===== src/rtl/mem_arbiter.sv =====
// Round-robin arbiter sharing one valid/response memory bus between the fetch
// and load/store ports, with per-port pending slots and a bus timeout.
module mem_arbiter #(
    parameter logic [15:0] TIMEOUT_CYCLES = 16'd255
) (
    input  logic        clock,
    input  logic        reset,
    input  logic        ifu_reqValid,
    input  logic [31:0] ifu_addr,
    output logic        ifu_respValid,
    output logic [31:0] ifu_rdata,
    output logic        ifu_err,
    input  logic        lsu_reqValid,
    input  logic [31:0] lsu_addr,
    input  logic        lsu_wen,
    input  logic [31:0] lsu_wdata,
    input  logic [3:0]  lsu_wstrb,
    output logic        lsu_respValid,
    output logic [31:0] lsu_rdata,
    output logic        lsu_err,
    output logic        io_reqValid,
    output logic [31:0] io_addr,
    output logic        io_wen,
    output logic [31:0] io_wdata,
    output logic [3:0]  io_wstrb,
    input  logic        io_respValid,
    input  logic [31:0] io_rdata
);

    typedef struct packed {
        logic [31:0] addr;
        logic        wen;
        logic [31:0] wdata;
        logic [3:0]  wstrb;
    } bus_req_t;

    localparam logic [1:0] IDLE     = 2'd0;
    localparam logic [1:0] BUSY_IFU = 2'd1;
    localparam logic [1:0] BUSY_LSU = 2'd2;

    logic [1:0]  state;
    logic        last_lsu;
    logic        ifu_pv;
    logic [31:0] ifu_pa;
    logic        lsu_pv;
    bus_req_t    lsu_slot;
    bus_req_t    owner;
    logic [15:0] cnt;

    bus_req_t ifu_live, lsu_live, ifu_cand_req, lsu_cand_req, win_req, io_pay;
    logic     ifu_cand, lsu_cand, grant_ifu, grant_lsu, issue, timeout_hit;

    assign ifu_live     = '{ifu_addr, 1'b0, 32'd0, 4'd0};
    assign lsu_live     = '{lsu_addr, lsu_wen, lsu_wdata, lsu_wstrb};
    assign ifu_cand     = ifu_reqValid | ifu_pv;
    assign lsu_cand     = lsu_reqValid | lsu_pv;
    assign ifu_cand_req = ifu_reqValid ? ifu_live : '{ifu_pa, 1'b0, 32'd0, 4'd0};
    assign lsu_cand_req = lsu_reqValid ? lsu_live : lsu_slot;

    // On a tie the port that did not win last time gets the bus.
    assign grant_ifu = (state == IDLE) & ifu_cand & (~lsu_cand | last_lsu);
    assign grant_lsu = (state == IDLE) & lsu_cand & ~grant_ifu;
    assign issue     = grant_ifu | grant_lsu;
    assign win_req   = grant_ifu ? ifu_cand_req : lsu_cand_req;

    // Fires in the BUSY cycle that would bring the silent-cycle count to the limit.
    assign timeout_hit = (state != IDLE) && !io_respValid && (TIMEOUT_CYCLES != 16'd0)
                         && (cnt == TIMEOUT_CYCLES - 16'd1);

    assign io_reqValid = issue;
    assign io_pay      = issue ? win_req : ((state != IDLE) ? owner : '0);
    assign {io_addr, io_wen, io_wdata, io_wstrb} = io_pay;

    assign ifu_respValid = (grant_ifu && io_respValid) ||
                           (state == BUSY_IFU && (io_respValid || timeout_hit));
    assign lsu_respValid = (grant_lsu && io_respValid) ||
                           (state == BUSY_LSU && (io_respValid || timeout_hit));
    assign ifu_err       = (state == BUSY_IFU) && timeout_hit;
    assign lsu_err       = (state == BUSY_LSU) && timeout_hit;
    assign ifu_rdata     = (ifu_respValid && !ifu_err) ? io_rdata : 32'd0;
    assign lsu_rdata     = (lsu_respValid && !lsu_err) ? io_rdata : 32'd0;

    always_ff @(posedge clock or negedge reset) begin
        if (!reset) begin
            state    <= IDLE;
            last_lsu <= 1'b1;
            ifu_pv   <= 1'b0;
            ifu_pa   <= 32'd0;
            lsu_pv   <= 1'b0;
            lsu_slot <= '0;
            owner    <= '0;
            cnt      <= 16'd0;
        end else begin
            case (state)
                IDLE: begin
                    if (issue && !io_respValid) begin
                        state <= grant_ifu ? BUSY_IFU : BUSY_LSU;
                        owner <= win_req;
                        cnt   <= 16'd0;
                    end
                end
                BUSY_IFU, BUSY_LSU: begin
                    if (io_respValid || timeout_hit) state <= IDLE;
                    else                             cnt   <= cnt + 16'd1;
                end
                default: state <= IDLE;
            endcase

            if (issue) last_lsu <= grant_lsu;

            // Any pulse that is not issued this cycle parks in its slot.
            if (grant_ifu) begin
                ifu_pv <= 1'b0;
            end else if (ifu_reqValid) begin
                ifu_pv <= 1'b1;
                ifu_pa <= ifu_addr;
            end
            if (grant_lsu) begin
                lsu_pv <= 1'b0;
            end else if (lsu_reqValid) begin
                lsu_pv   <= 1'b1;
                lsu_slot <= lsu_live;
            end
        end
    end

endmodule


===== config.mk =====
export PLATFORM = sky130hd
export DESIGN_NAME = mem_arbiter
export DESIGN_NICKNAME = d
export VERILOG_FILES = /design/src/rtl/mem_arbiter.sv
export SDC_FILE = /design/constraint.sdc
export NUM_CORES = 1
export LEC_CHECK = 0
export BUFFER_PORTS_ARGS = -buffer_cell sky130_fd_sc_hd__clkbuf_2
export CELL_PAD_IN_SITES_DETAIL_PLACEMENT = 0
export CELL_PAD_IN_SITES_GLOBAL_PLACEMENT = 2
export CORE_ASPECT_RATIO = 1.5
export CORE_UTILIZATION = 30
export CTS_CLUSTER_DIAMETER = 150
export CTS_CLUSTER_SIZE = 30
export DETAILED_ROUTE_END_ITERATION = 7
export GPL_TIMING_DRIVEN = 0
export PLACE_DENSITY_LB_ADDON = 0.1
export SETUP_SLACK_MARGIN = 0.1
export SYNTH_ARGS = -nofsm -noshare
export SYNTH_HDL_FRONTEND = slang
export SYNTH_SLANG_ARGS = --single-unit

===== constraint.sdc =====
create_clock -name clock -period 2 [get_ports clock]
set_input_delay 0.1 -clock clock [delete_from_list [all_inputs] [get_ports clock]]
set_output_delay 0.1 -clock clock [all_outputs]
set_load 0.005 [all_outputs]

Word-level counts from Yosys, hierarchy flattened
Cells that the tools add are included.
{"block": "word_totals", "regBits": 191, "inputBits": 138, "out_inout_bits": 138, "elab_cells": 76}
{"block": "op_classes", "n_addsub": 1, "n_eq_ne": 6, "mux": 18, "bitwise_logic": 10, "reduce_logical": 27}
{"operator": "$mux W69", "n": 5}
{"operator": "$mux W32", "n": 2}
{"operator": "$mux W16", "n": 2}
{"operator": "$pmux W16 S2", "n": 1}
{"operator": "$add A16 B1 Y16 const B", "n": 1}
{"operator": "$eq A16 B8 Y1 const B", "n": 1}
{"operator": "$logic_and A1 B1 Y1", "n": 11}
{"operator": "$reduce_bool A2 Y1", "n": 4}
{"operator": "$mux W2", "n": 3}
{"operator": "$reduce_and A2 Y1", "n": 3}
{"operator": "$and A1 B1 Y1", "n": 4}
{"operator": "$mux W1", "n": 4}
{"operator": "$ne A2 B2 Y1 const B", "n": 2}
{"operator": "$or A1 B1 Y1", "n": 4}
{"operator": "$pmux W2 S2", "n": 1}
{"operator": "$logic_not A1 Y1", "n": 3}
{"operator": "$logic_or A1 B1 Y1", "n": 3}
{"operator": "$reduce_and A3 Y1", "n": 1}
{"operator": "$eq A2 B1 Y1 const B", "n": 1}
{"operator": "$eq A2 B2 Y1 const B", "n": 1}
{"operator": "$logic_not A2 Y1", "n": 1}
{"operator": "$ne A2 B1 Y1 const B", "n": 1}
{"operator": "$not A1 Y1", "n": 2}
{"operator": "$reduce_or A2 Y1", "n": 1}

Longest topological paths before layout
{"block": "logic_depth", "depth_word": 10, "ltp_mapped": 10, "ltp_nobuf": 7}

Worst setup path before layout
OpenSTA, ideal clock, no wires.
{"block": "synth_path", "path_kind": "register -> register", "start": "reg state[1]", "end": "reg cnt[10]", "setup_ns": 0.064, "arrival_ns": 1.855, "required_ns": 1.936, "setup_slack_ns": 0.081, "stages_incl_launch_ff": 8, "n_path_buf": 0, "period_less_slack_ns": 1.919, "path_cell_list": "dfrtp_1 inv_1 ha_1 nor2_1 a211o_1 or4_1 a21oi_1 a21o_1"}
{"block": "synth_between", "elab_chain_len": 9, "word_cells_on_any_way": 20, "cone_classes": "eq/ne (4); mux (1); bitwise (6); reduce/logical (9)"}
{"element": "start: declaration", "line_no": "41", "rtl": "logic [1:0] state;"}
{"element": "start signal: assignment", "line_no": "97", "rtl": "state <= grant_ifu ? BUSY_IFU : BUSY_LSU;"}
{"element": "$logic_not A2 Y1", "line_no": "61, 62, 94"}
{"element": "$and A1 B1 Y1 (2 in series)", "line_no": "61", "rtl": "assign grant_ifu = (state == IDLE) & ifu_cand & (~lsu_cand | last_lsu);"}
{"element": "$not A1 Y1 (no line)"}
{"element": "$and A1 B1 Y1", "line_no": "62", "rtl": "assign grant_lsu = (state == IDLE) & lsu_cand & ~grant_ifu;"}
{"element": "$or A1 B1 Y1", "line_no": "63", "rtl": "assign issue = grant_ifu | grant_lsu;"}
{"element": "$logic_and A1 B1 Y1", "line_no": "96", "rtl": "if (issue && !io_respValid) begin"}
{"element": "$ne A2 B1 Y1 (no line)"}
{"element": "$reduce_and A3 Y1 (no line)"}
{"element": "end signal: assignment", "line_no": "104", "rtl": "else cnt <= cnt + 16'd1;"}
{"element": "end: declaration", "line_no": "48", "rtl": "logic [15:0] cnt;"}
Parallel ways exist; a longest one is shown, timed or not.
A chain may end at the register's enable or synchronous reset.

Worst setup path after layout
{"block": "layout_path", "start": "reg state[1]", "end": "out io_addr[8]"}
{"block": "layout_between", "elab_chain_len": 7, "word_cells_on_any_way": 11, "cone_classes": "mux (3); bitwise (6); reduce/logical (2)"}
{"element": "$logic_not A2 Y1", "line_no": "61, 62"}
{"element": "$and A1 B1 Y1 (2 in series)", "line_no": "61"}
{"element": "$not A1 Y1 (no line)"}
{"element": "$and A1 B1 Y1", "line_no": "62"}
{"element": "$or A1 B1 Y1", "line_no": "63"}
{"element": "$mux W69 *", "line_no": "71", "rtl": "assign io_pay = issue ? win_req : ((state != IDLE) ? owner : '0);"}
{"element": "end: declaration", "line_no": "22", "rtl": "output logic [31:0] io_addr,"}
Every way passes the cells marked *; elsewhere a longest branch is shown, timed or not.

==> flow_summary.toml <==
[critical_path]
cp.required_ns = 1.90
crit_type = "flip-flop to output port"
r2r_slack_ns = -0.08
worstPathArrival_ns = 2.17
crit_fanout = 10
critical-path-top-delay-family = "compound AO/OA/AOI/OAI gates"
worstReg2RegEnd = "cnt[10]"
crit_chain = "inv_2, ha_4, o21a_4, o21ai_4, clkbuf_8, o21ai_1, o22ai_1, clkbuf_2"
crit_buf_inv = 3
endpoint_kind = "output port"
crit_slowest_cell = "dfrtp_1"
timing.rr.start = "state[0]"
slowest_delay_ns = 0.38
rr_worst_depth = 9
critPathLaunchType = "flip-flop"

[drt]
drtIter0Drc = 460
vias_per_cell = 4.95
vias = 9274
wl_met3_um = 1420
ant_nets = 0
met2_length_um = 19800
wl_per_cell_um = 19.4
routed_wl_um = 36400
first_pass_iters = 7
drcViolationCount = 34
top_layer = "met4"
wl_met1_um = 14600

[power]
peakVddDrop_mv = 0.744
p_per_area_nw_per_um2 = 1510
p_total_uw = 24300
power.static_leakage_uw = 0.00754

[global_routing]
grt_max_degree = 95
grt_pass1_wl_um = 55300
antenna_found_initial = 0
grt_usage_pct = 21.2
grt_overflow_total = 0
grt_pass1_vias = 9679

[floorplan]
io_pins = 276
initial_utilization_pct = 30.4
fp.dieArea_sq_um = 34500
die_h_um = 227
die_w_um = 152
num_rows = 82
coreArea_sq_um = 33300

[clock_tree]
cts_tree = "done"
h-tree-depth = 4
clock-sinks = 191
clk_pin_slew_ns = 0.07
clock_latency_ns = 0.46
cts-buffers-inserted = 17
clock_path_buffers = 2
root_buffer = "clkbuf_16"

[sta]
worst_pin_slew_ns = 0.761
grt_setup_unrepaired = "true"
setup_ws_ns = -0.270
fin_crit_ns = 2.27
drv_slew = 0
max_freq_mhz = 441
finalHoldViolCount = 0
setup_viol = 240
fin_crit_sh_pct = 113
relSlewSlack_pct = 49.3
finalSetupTns_ns = -23.93
skew_ns = 0.00821

[final_layout]
final_nets = 1584
n_antenna_cell = 0
drive_gt1_share_pct = 49.2
area_growth_pct = 58.7
nFillCells = 3150
layout.cells.non_filler = 1874
post-route-cell-area_sq_um = 16100

[synth]
ys_types = 49
post-synth-top-count-cell = "dfrtp_1"
synth_area_leaders = "dfrtp_1 47%, mux2_2 14%, mux2i_1 7.1%"
synth_edf_count = 0
synth-seq-cells = 191
synth_largest_area_cell = "dfrtp_1"
syn_avg_cell_area_sq_um = 10.5
ys_seq_area_share_pct = 47.2
synth_common_cells = "190 x dfrtp_1, 122 x mux2_2, 106 x o22ai_1, 77 x inv_1, 73 x o21ai_0"
syn_area_sq_um = 10100
syn_nets = 1112
synth_warnings = 0
synth_flop_cell = "dfrtp_1"
syn_inst = 969
synth_top_area_share_pct = 46.9
async_flop_share_pct = 100

[status]
violations = "design-rule violations, negative setup slack"
status = "finished, violations left"

[min_path]
hold_path.class = "input pin to asynchronous set/reset pin"

[placed_design]
port_buffers = 272
dp_cells = 1663
placed_cell_area_sq_um = 12100
routabilityCongestion = 0.766
dp_hpwl_um = 23500

[run]
maxCapViolCount = 0
-- timing repair --
item	CTS	global route
pin swaps	36	34
buffers inserted	48	14
gates resized for setup	288	178
hold buffers	102	0
gates cloned	14	2
endpoints found under the setup margin	327	322
hold endpoints to repair	244	0
-- flip-flops by register name, indices dropped and copies added, names as in the netlist --
| signal | flops |
|---|---|
| state | 2 |
| ifu_pv | 1 |
| last_lsu | 1 |
| owner | 69 |
| cnt | 16 |
| lsu_slot | 69 |
| lsu_pv | 1 |
| ifu_pa | 32 |
-- cell families after synthesis --
| logic type | count (synthesis) | share of synthesized area (%) |
|---|---|---|
| adders and majority gates | 5 | 0.618 |
| buffers and inverters | 151 | 6.52 |
| DFF | 191 | 47.2 |
| and+or+nand+nor | 166 | 8.77 |
| AOI/OAI and AO/OA | 251 | 14.6 |
| muxes | 205 | 22.3 |
-- worst register-to-register path, stage by stage, from the launching register on --
cell and delay, ns:
dfrtp_1 0.40, inv_2 0.09, ha_4 0.19, buf_4 0.13, buf_6 0.09, nor2_1 0.07, a211o_2 0.33, or4_4 0.49
a21oi_2 0.14, a21o_1 0.09
-- power by group --
part	switching [uW]	internal (uW)
clock network	1620	2320
registers	831	5620
logic	6740	7170
total	9190	15100
-- metal layers --
layer  vias to the layer above  track usage [%]
met5                         -                0
met4                         0             6.45
met3                        36             3.41
met2                       244             40.1
met1                      4590             24.3
li1                       4404                -
-- cell usage in the layout, fill, tap and decap left out, types with 25 or more instances in the layout --
cell type      instances
and2_1                46
buf_2                 51
buf_4                 50
buf_6                 40
clkbuf_16             25
clkbuf_2             216
dfrtp_1              187
dlygate4sd3_1        102
inv_1                 73
mux2_2               122
mux2i_1               72
nand2_1               51
o21ai_0               25
o21ai_1               63
o22ai_1               55
o22ai_2               45
-- area by class of cell --
class	instances	area, sq um	area share (%)
clock inverter	10	183	1.14
timing repair buffer	454	3490	21.7
clock buffer	22	474	2.95
tap	420	526	3.27
inverter	77	292	1.81
buffer	73	867	5.39
sequential	191	4780	29.8
multi-input combinational	627	5460	34.0
-- worst max path at each step --
| stage | startpoint | to | cells after the start |
|---|---|---|---|
| global placement | reset | ifu_pa[26] | 1 |
| finish | state[1] | io_addr[8] | 8 |
| global route | state[0] | ifu_rdata[13] | 9 |
| floorplan | state[0] | cnt[10] | 8 |
| detailed placement | state[1] | io_addr[16] | 9 |
| CTS | state[1] | ifu_rdata[22] | 9 |
-- stage by stage --
| step | setup WS, ns | util [%] | hold slack, ns |
|---|---|---|---|
| finish | -0.270 | 48.2 | 0.0734 |
| global route | -0.347 | 48.2 | 0.0939 |
| CTS | -0.338 | 46.3 | 0.0626 |
| detailed placement | -0.851 | 36.3 | -0.0146 |
| global placement | -3.47 | 36.1 | 0.334 |
| floorplan | 0.104 | - | -0.196 |
Power figures use the tool's default switching activity.
